--- src/rtl/gc_rect_nd_sequencer.sv ---
// Register-programmed rectangular N-dimensional loop sequencer for the TCPA global controller.
// Walks lower..upper with per-dimension strides and presents one iteration vector every II cycles.
module gc_rect_nd_sequencer #(
  parameter int DIMENSION                = 3,
  parameter int ITERATION_VARIABLE_WIDTH = 16,
  parameter int II_WIDTH                 = 8,
  parameter int ADDR_WIDTH               = 6
) (
  input  logic                                          gc_clk,
  input  logic                                          reset,
  input  logic                                          conf_en,
  input  logic [ADDR_WIDTH-1:0]                         conf_addr,
  input  logic [ITERATION_VARIABLE_WIDTH-1:0]           conf_data,
  output logic                                          conf_ack,
  input  logic                                          start,
  input  logic                                          stop,
  output logic                                          global_en,
  output logic [DIMENSION*ITERATION_VARIABLE_WIDTH-1:0] x_bus,
  output logic [2*DIMENSION-1:0]                        ic,
  output logic                                          iter_valid,
  output logic                                          reinitialize,
  output logic                                          gc_done,
  output logic [31:0]                                   iter_count
);
  localparam int W = ITERATION_VARIABLE_WIDTH;
  localparam logic [ADDR_WIDTH-1:0] II_ADDR   = ADDR_WIDTH'(3 * DIMENSION);
  localparam logic [ADDR_WIDTH-1:0] CTRL_ADDR = ADDR_WIDTH'(3 * DIMENSION + 1);

  typedef enum logic [1:0] {IDLE, RUN, PAUSE, DONE} state_t;
  state_t state_q, state_d;

  logic [W-1:0]         lower_q    [DIMENSION];
  logic [W-1:0]         lower_d    [DIMENSION];
  logic [W-1:0]         upper_q    [DIMENSION];
  logic [W-1:0]         upper_d    [DIMENSION];
  logic [W-1:0]         stride_q   [DIMENSION];
  logic [W-1:0]         stride_d   [DIMENSION];
  logic [W-1:0]         x_q        [DIMENSION];
  logic [W-1:0]         x_d        [DIMENSION];
  logic [W-1:0]         stride_eff [DIMENSION];
  logic [II_WIDTH-1:0]  ii_q, ii_d, ii_cnt_q, ii_cnt_d, ii_last;
  logic                 restart_q, restart_d;
  logic [31:0]          iter_count_q, iter_count_d;
  logic                 conf_ack_q, conf_ack_d;
  logic                 iter_valid_q, iter_valid_d;
  logic                 reinit_q, reinit_d;
  logic [DIMENSION-1:0] last;
  logic                 carry;

  // "last" is evaluated one bit wider so x+stride never wraps back below upper.
  always_comb begin
    ii_last = (ii_q == '0) ? '0 : ii_q - II_WIDTH'(1);
    last    = '0;
    for (int d = 0; d < DIMENSION; d++) begin
      stride_eff[d] = (stride_q[d] == '0) ? W'(1) : stride_q[d];
      last[d] = (lower_q[d] > upper_q[d]) ||
                (({1'b0, x_q[d]} + {1'b0, stride_eff[d]}) > {1'b0, upper_q[d]});
    end
  end

  always_comb begin
    state_d      = state_q;
    lower_d      = lower_q;
    upper_d      = upper_q;
    stride_d     = stride_q;
    x_d          = x_q;
    ii_d         = ii_q;
    restart_d    = restart_q;
    ii_cnt_d     = ii_cnt_q;
    iter_count_d = iter_count_q;
    conf_ack_d   = 1'b0;
    iter_valid_d = 1'b0;
    reinit_d     = 1'b0;
    carry        = 1'b0;

    if (conf_en && (state_q == IDLE || state_q == DONE)) begin
      if (conf_addr == II_ADDR) begin
        ii_d       = conf_data[II_WIDTH-1:0];
        conf_ack_d = 1'b1;
      end else if (conf_addr == CTRL_ADDR) begin
        restart_d  = conf_data[0];
        conf_ack_d = 1'b1;
      end
      for (int d = 0; d < DIMENSION; d++) begin
        if (conf_addr == ADDR_WIDTH'(3 * d)) begin
          lower_d[d] = conf_data;
          conf_ack_d = 1'b1;
        end
        if (conf_addr == ADDR_WIDTH'(3 * d + 1)) begin
          upper_d[d] = conf_data;
          conf_ack_d = 1'b1;
        end
        if (conf_addr == ADDR_WIDTH'(3 * d + 2)) begin
          stride_d[d] = conf_data;
          conf_ack_d  = 1'b1;
        end
      end
    end

    case (state_q)
      IDLE, DONE: begin
        if (start && !stop) begin
          state_d      = RUN;
          x_d          = lower_q;
          ii_cnt_d     = '0;
          iter_count_d = 32'd1;
          iter_valid_d = 1'b1;
        end
      end
      RUN: begin
        if (stop) begin
          state_d = PAUSE;
        end else if (ii_cnt_q != ii_last) begin
          ii_cnt_d = ii_cnt_q + II_WIDTH'(1);
        end else begin
          ii_cnt_d = '0;
          carry    = 1'b1;
          // Odometer: first non-last dimension absorbs the carry.
          for (int d = 0; d < DIMENSION; d++) begin
            if (carry) begin
              if (last[d]) begin
                x_d[d] = lower_q[d];
              end else begin
                x_d[d] = x_q[d] + stride_eff[d];
                carry  = 1'b0;
              end
            end
          end
          if (!carry || restart_q) begin
            iter_valid_d = 1'b1;
            reinit_d     = carry;
            iter_count_d = iter_count_q + 32'd1;
          end else begin
            state_d = DONE;
            x_d     = x_q;
          end
        end
      end
      PAUSE: begin
        if (start && !stop) state_d = RUN;
      end
      default: state_d = IDLE;
    endcase
  end

  always_ff @(posedge gc_clk) begin
    if (reset) begin
      state_q <= IDLE;
      for (int d = 0; d < DIMENSION; d++) begin
        lower_q[d]  <= '0;
        upper_q[d]  <= '0;
        stride_q[d] <= '0;
        x_q[d]      <= '0;
      end
      ii_q         <= '0;
      restart_q    <= 1'b0;
      ii_cnt_q     <= '0;
      iter_count_q <= '0;
      conf_ack_q   <= 1'b0;
      iter_valid_q <= 1'b0;
      reinit_q     <= 1'b0;
    end else begin
      state_q      <= state_d;
      lower_q      <= lower_d;
      upper_q      <= upper_d;
      stride_q     <= stride_d;
      x_q          <= x_d;
      ii_q         <= ii_d;
      restart_q    <= restart_d;
      ii_cnt_q     <= ii_cnt_d;
      iter_count_q <= iter_count_d;
      conf_ack_q   <= conf_ack_d;
      iter_valid_q <= iter_valid_d;
      reinit_q     <= reinit_d;
    end
  end

  always_comb begin
    x_bus = '0;
    ic    = '0;
    for (int d = 0; d < DIMENSION; d++) begin
      x_bus[d*W +: W] = x_q[d];
      if (state_q != IDLE) begin
        ic[2*d]   = (x_q[d] == lower_q[d]);
        ic[2*d+1] = last[d];
      end
    end
  end

  assign conf_ack     = conf_ack_q;
  assign iter_valid   = iter_valid_q;
  assign reinitialize = reinit_q;
  assign iter_count   = iter_count_q;
  assign gc_done      = (state_q == DONE);
  assign global_en    = (state_q == RUN);

endmodule

--- config.mk ---
export PLATFORM = sky130hd
export DESIGN_NAME = gc_rect_nd_sequencer
export DESIGN_NICKNAME = d
export VERILOG_FILES = /design/src/rtl/gc_rect_nd_sequencer.sv
export SDC_FILE = /design/constraint.sdc
export NUM_CORES = 1
export LEC_CHECK = 0
export ABC_AREA = 1
export CAP_MARGIN = 20
export CORE_ASPECT_RATIO = 1.1
export CORE_MARGIN = 4
export CORE_UTILIZATION = 30
export CTS_CLUSTER_DIAMETER = 30
export DETAILED_ROUTE_END_ITERATION = 10
export GPL_TIMING_DRIVEN = 0
export PLACE_DENSITY = 0.43
export SYNTH_ARGS = -nofsm -noshare
export SYNTH_HDL_FRONTEND = slang
export SYNTH_SLANG_ARGS = --single-unit
export TNS_END_PERCENT = 5
--- constraint.sdc ---
create_clock -name gc_clk -period 6.1 [get_ports gc_clk]
set_clock_uncertainty 0.15 [all_clocks]
set_input_delay 0.61 -clock gc_clk [delete_from_list [all_inputs] [get_ports gc_clk]]
set_output_delay 0.61 -clock gc_clk [all_outputs]
set_load 0.05 [all_outputs]
==> results.py <==
metrics = {
    "logic_synthesis": {
        "synthMuxAreaShare_pct": 0.2522,
        "synth_compound_area_share_pct": 15.93,
        "synth-edff-count": 0,
        "yosys.area.top_type": "dfxtp_1",
        "avgSynthCellArea_um2": 6.723,
        "synthTopCellsByArea": "dfxtp_1 31%, ha_1 12%, nand2_1 11%",
        "syn_inst": 2361,
        "ys_seq_elements": 246,
        "synth_ff_type": "dfxtp_1",
        "synth_top_area_share_pct": 31.03,
        "yosysUniqueCellTypes": 54,
        "syn_nets": 2542,
        "synthAdderAreaFrac_pct": 12.28,
        "yosysWarnings": 0,
        "ys_seq_area_share_pct": 31.03,
        "async_flop_share_pct": 0,
        "synth_top_family_by_area": "simple AND/OR/NAND/NOR gates",
        "synth-xor-area-share_pct": 4.856,
        "netlist_area_um2": 15870,
        "yosys.area_share.simple_pct": 25.97,
    },
    "detailed_routing": {
        "vias": 16060,
        "wire_per_inst_um": 18.33,
        "drt_iter0_markers": 961,
        "vias_per_cell": 4.892,
        "first_pass_iters": 6,
        "antenna_left": 0,
        "routed_wl_mm": 60.18,
        "drc_errors": 0,
    },
    "global_routing": {
        "grt_pass1_vias": 15860,
        "grt_overflow": 0,
        "grt.total_usage_pct": 21.02,
        "grt_busiest_layer": "met2",
        "grtUsageMet1_pct": 27.46,
        "grt_use_met3_pct": 3.960,
        "antenna_found_initial": 1,
        "grt_max_degree": 11,
        "grtUsageMet2_pct": 34.45,
        "grt_pass1_wl_mm": 92.40,
    },
    "flow_run": {
        "max_cap_viol_count": 0,
    },
    "hold_path": {
        "hold_end": "iter_count[30]",
        "hold_class": "reg2reg",
        "min_delay_path_depth": 2,
        "hp-start": "iter_count[30]",
    },
    "sta": {
        "fin_ws_ps": 321.7,
        "drv_slew": 0,
        "rsz0062_at_grt": "yes",
        "min_period_over_period_pct": 94.73,
        "max_slew_margin_pct": 33.14,
        "fmax_mhz": 173.1,
        "hold_violations": 0,
        "setup_viol": 0,
        "fin_crit_ps": 5778,
        "holdWs_ps": 341.4,
        "tightest_slew_ps": 1003,
        "tns_ps": 0,
    },
    "final_layout": {
        "drive_gt1_share_pct": 6.480,
        "nets": 2730,
        "area_growth_pct": 29.71,
        "fin_cells": 3283,
        "diodes": 0,
    },
    "critical_path": {
        "crit_family": "compound AO/OA/AOI/OAI gates",
        "ff2ff_path_depth": 29,
        "ff2ff_setup_slack_ps": 440,
        "slowest_stage": "fa_1",
        "worstPathArrival_ps": 5020,
        "timing.rr.start": "stride_q[11]",
        "cp-end-kind": "output pin",
        "max_stage_delay_ps": 430,
        "path_cells": "nor4_1, a41o_1, ha_1, inv_1, fa_1, o21ai_1, a31oi_1, nor2_1, nor2_1, xnor2_1, ha_1, nand2_1, nand2_1, nand2_1, nand2_1, a21oi_1, nand2_1, nand2_1, nand2_1, nand2_1, nand2_1, a21oi_1, nor2_1, clkbuf_2",
        "crit_type": "reg2out",
        "crit_required_ps": 5340,
        "rr_endpoint": "x_bus[28]",
        "crit_top_cell": "nand2_1",
        "critPathBufInv": 2,
        "worst-path-max-fanout": 4,
        "worst_setup_path_start_kind": "flop",
    },
    "clocking": {
        "numCtsBuffers": 77,
        "cts_hold_buf": 0,
        "clock-sinks": 246,
        "cts_buffer_depth": 3,
        "cts_root_buffer": "clkbuf_16",
        "clk_pin_slew_ps": 40,
        "cts_tree": "done",
        "worstSkewPairLatency_ps": 600,
        "postCtsSetupBuffers": 0,
        "cts.htree.levels": 3,
    },
    "placement": {
        "post-place-ws_ps": 83.46,
        "gp_congestion": 0.8727,
        "port_buffers": 109,
        "place_inst": 3145,
        "hpwl_mm": 45.80,
    },
    "pwr": {
        "power.leakage_nw": 9.035,
        "vdd_drop_max_mv": 0.2632,
        "p_per_area_nw_per_um2": 457.5,
    },
    "floorplan": {
        "ios": 118,
        "dieArea_um2": 56660,
        "die_w_um": 227.3,
        "start_util_pct": 30.29,
        "die_h_um": 249.2,
        "rows": 88,
        "core_area_um2": 52410,
    },
    "run_status": {
        "run_status": "finished, final reports clean",
    },
}
cell usage after synthesis, drive strengths merged (7+ instances only):
cell type and instances:
xor2 61, nand4 23, nor4 27, inv 256
xnor2 27, a21oi 212, nor2 355, buf 29
o22ai 14, ha 151, nand3 105, a31oi 7
o21ai 204, clkbuf 107, dfxtp 246, a211oi 7
nor3 31, nand2 450
area by class of cell:
cell class,count,area (um^2)
multi-input cells,1721,9443
clock inverters,33,530.5
flip-flops and latches,246,4925
repair buffers,109,1084
well taps,675,844.6
fillers,5613,31820
clock buffers,105,2225
inverters,258,968.4
plain buffers,136,569.3
sequential cells by signal (all words and copies together), names as in the netlist:
name	flops
x_bus	48
iter_valid	1
conf_ack	1
lower_q	48
restart_q	1
stride_q	48
state_q	2
reinitialize	1
ii_q	8
upper_q	48
ii_cnt_q	8
iter_count	32
where the power goes:
| group | internal (mW) | switching (mW) |
|---|---|---|
| sequential | 1.76 | 0.190 |
| clock | 3.06 | 1.17 |
| combinational | 1.01 | 2.23 |
per-stage QoR:
step,power (mW),utilization (%),area (um^2)
floorplan,4.125,-,15870
global placement,5.236,33.98,17810
detailed placement,5.241,33.98,17810
CTS,9.534,39.27,20580
global route,9.989,39.28,20590
finish,9.419,39.28,20590
worst reg2reg max path: cells and delay by family, from the launching register on:
family	cells	cell delay [ps]
and+or+nand+nor	17	1950
xor gates and xnor gates	1	250
DFF	1	320
buffers and inverters	2	500
adders and majority gates	3	930
AOI/OAI and AO/OA	6	1480
placed cells by master, fill, tap and decap left out, types with 4 or more instances in the layout:
master,n
nand2_1,450
nor2_1,353
inv_1,253
dfxtp_1,246
a21oi_1,211
o21ai_0,197
ha_1,151
clkbuf_1,118
clkdlybuf4s50_1,106
nand3_1,104
clkbuf_16,79
xor2_1,61
nor3_1,29
xnor2_1,27
nand4_1,23
nor4_1,21
buf_2,15
clkbuf_8,15
o22ai_1,14
bufinv_16,13
clkinv_2,12
buf_1,9
a31oi_1,7
a211oi_1,7
o21ai_1,5
nor4_2,5
buf_6,5
a21o_1,4
o21bai_1,4
mux2i_1,4
clkinvlp_4,4
per-layer routing:
metal  part of all wire (%)  routed length [um]  vias up
li1                       -                   -     8138
met1                     46               27550     7424
met2                     46               27610      382
met3                    5.3                3165      118
met4                    3.1                1852        0
met5                      0                   0        -
repair_timing:
item | in CTS | in global routing
hold endpoints to repair | 0 | 0
endpoints found under the setup margin | 3 | 18
resized for setup | 9 | 7
pin swaps | 0 | 0
cell families after synthesis:
| family | count (synthesis) |
|---|---|
| and+or+nand+nor | 1000 |
| xor gates and xnor gates | 88 |
| AOI/OAI and AO/OA | 475 |
| DFF | 246 |
| adders and majority gates | 154 |
| muxes | 4 |
| buffers and inverters | 394 |
how the worst max path moves through the flow:
stage,cells past startpoint,endpoint,start
final,24,ic[5],stride_q[11]
after global routing,23,ic[3],stride_q[28]
after CTS,24,ic[5],stride_q[7]
after detailed placement,23,ic[3],stride_q[28]
after global placement,23,ic[3],stride_q[28]
after floorplan,22,ic[3],stride_q[24]
Note: power is estimated with default switching activity, not from simulation.
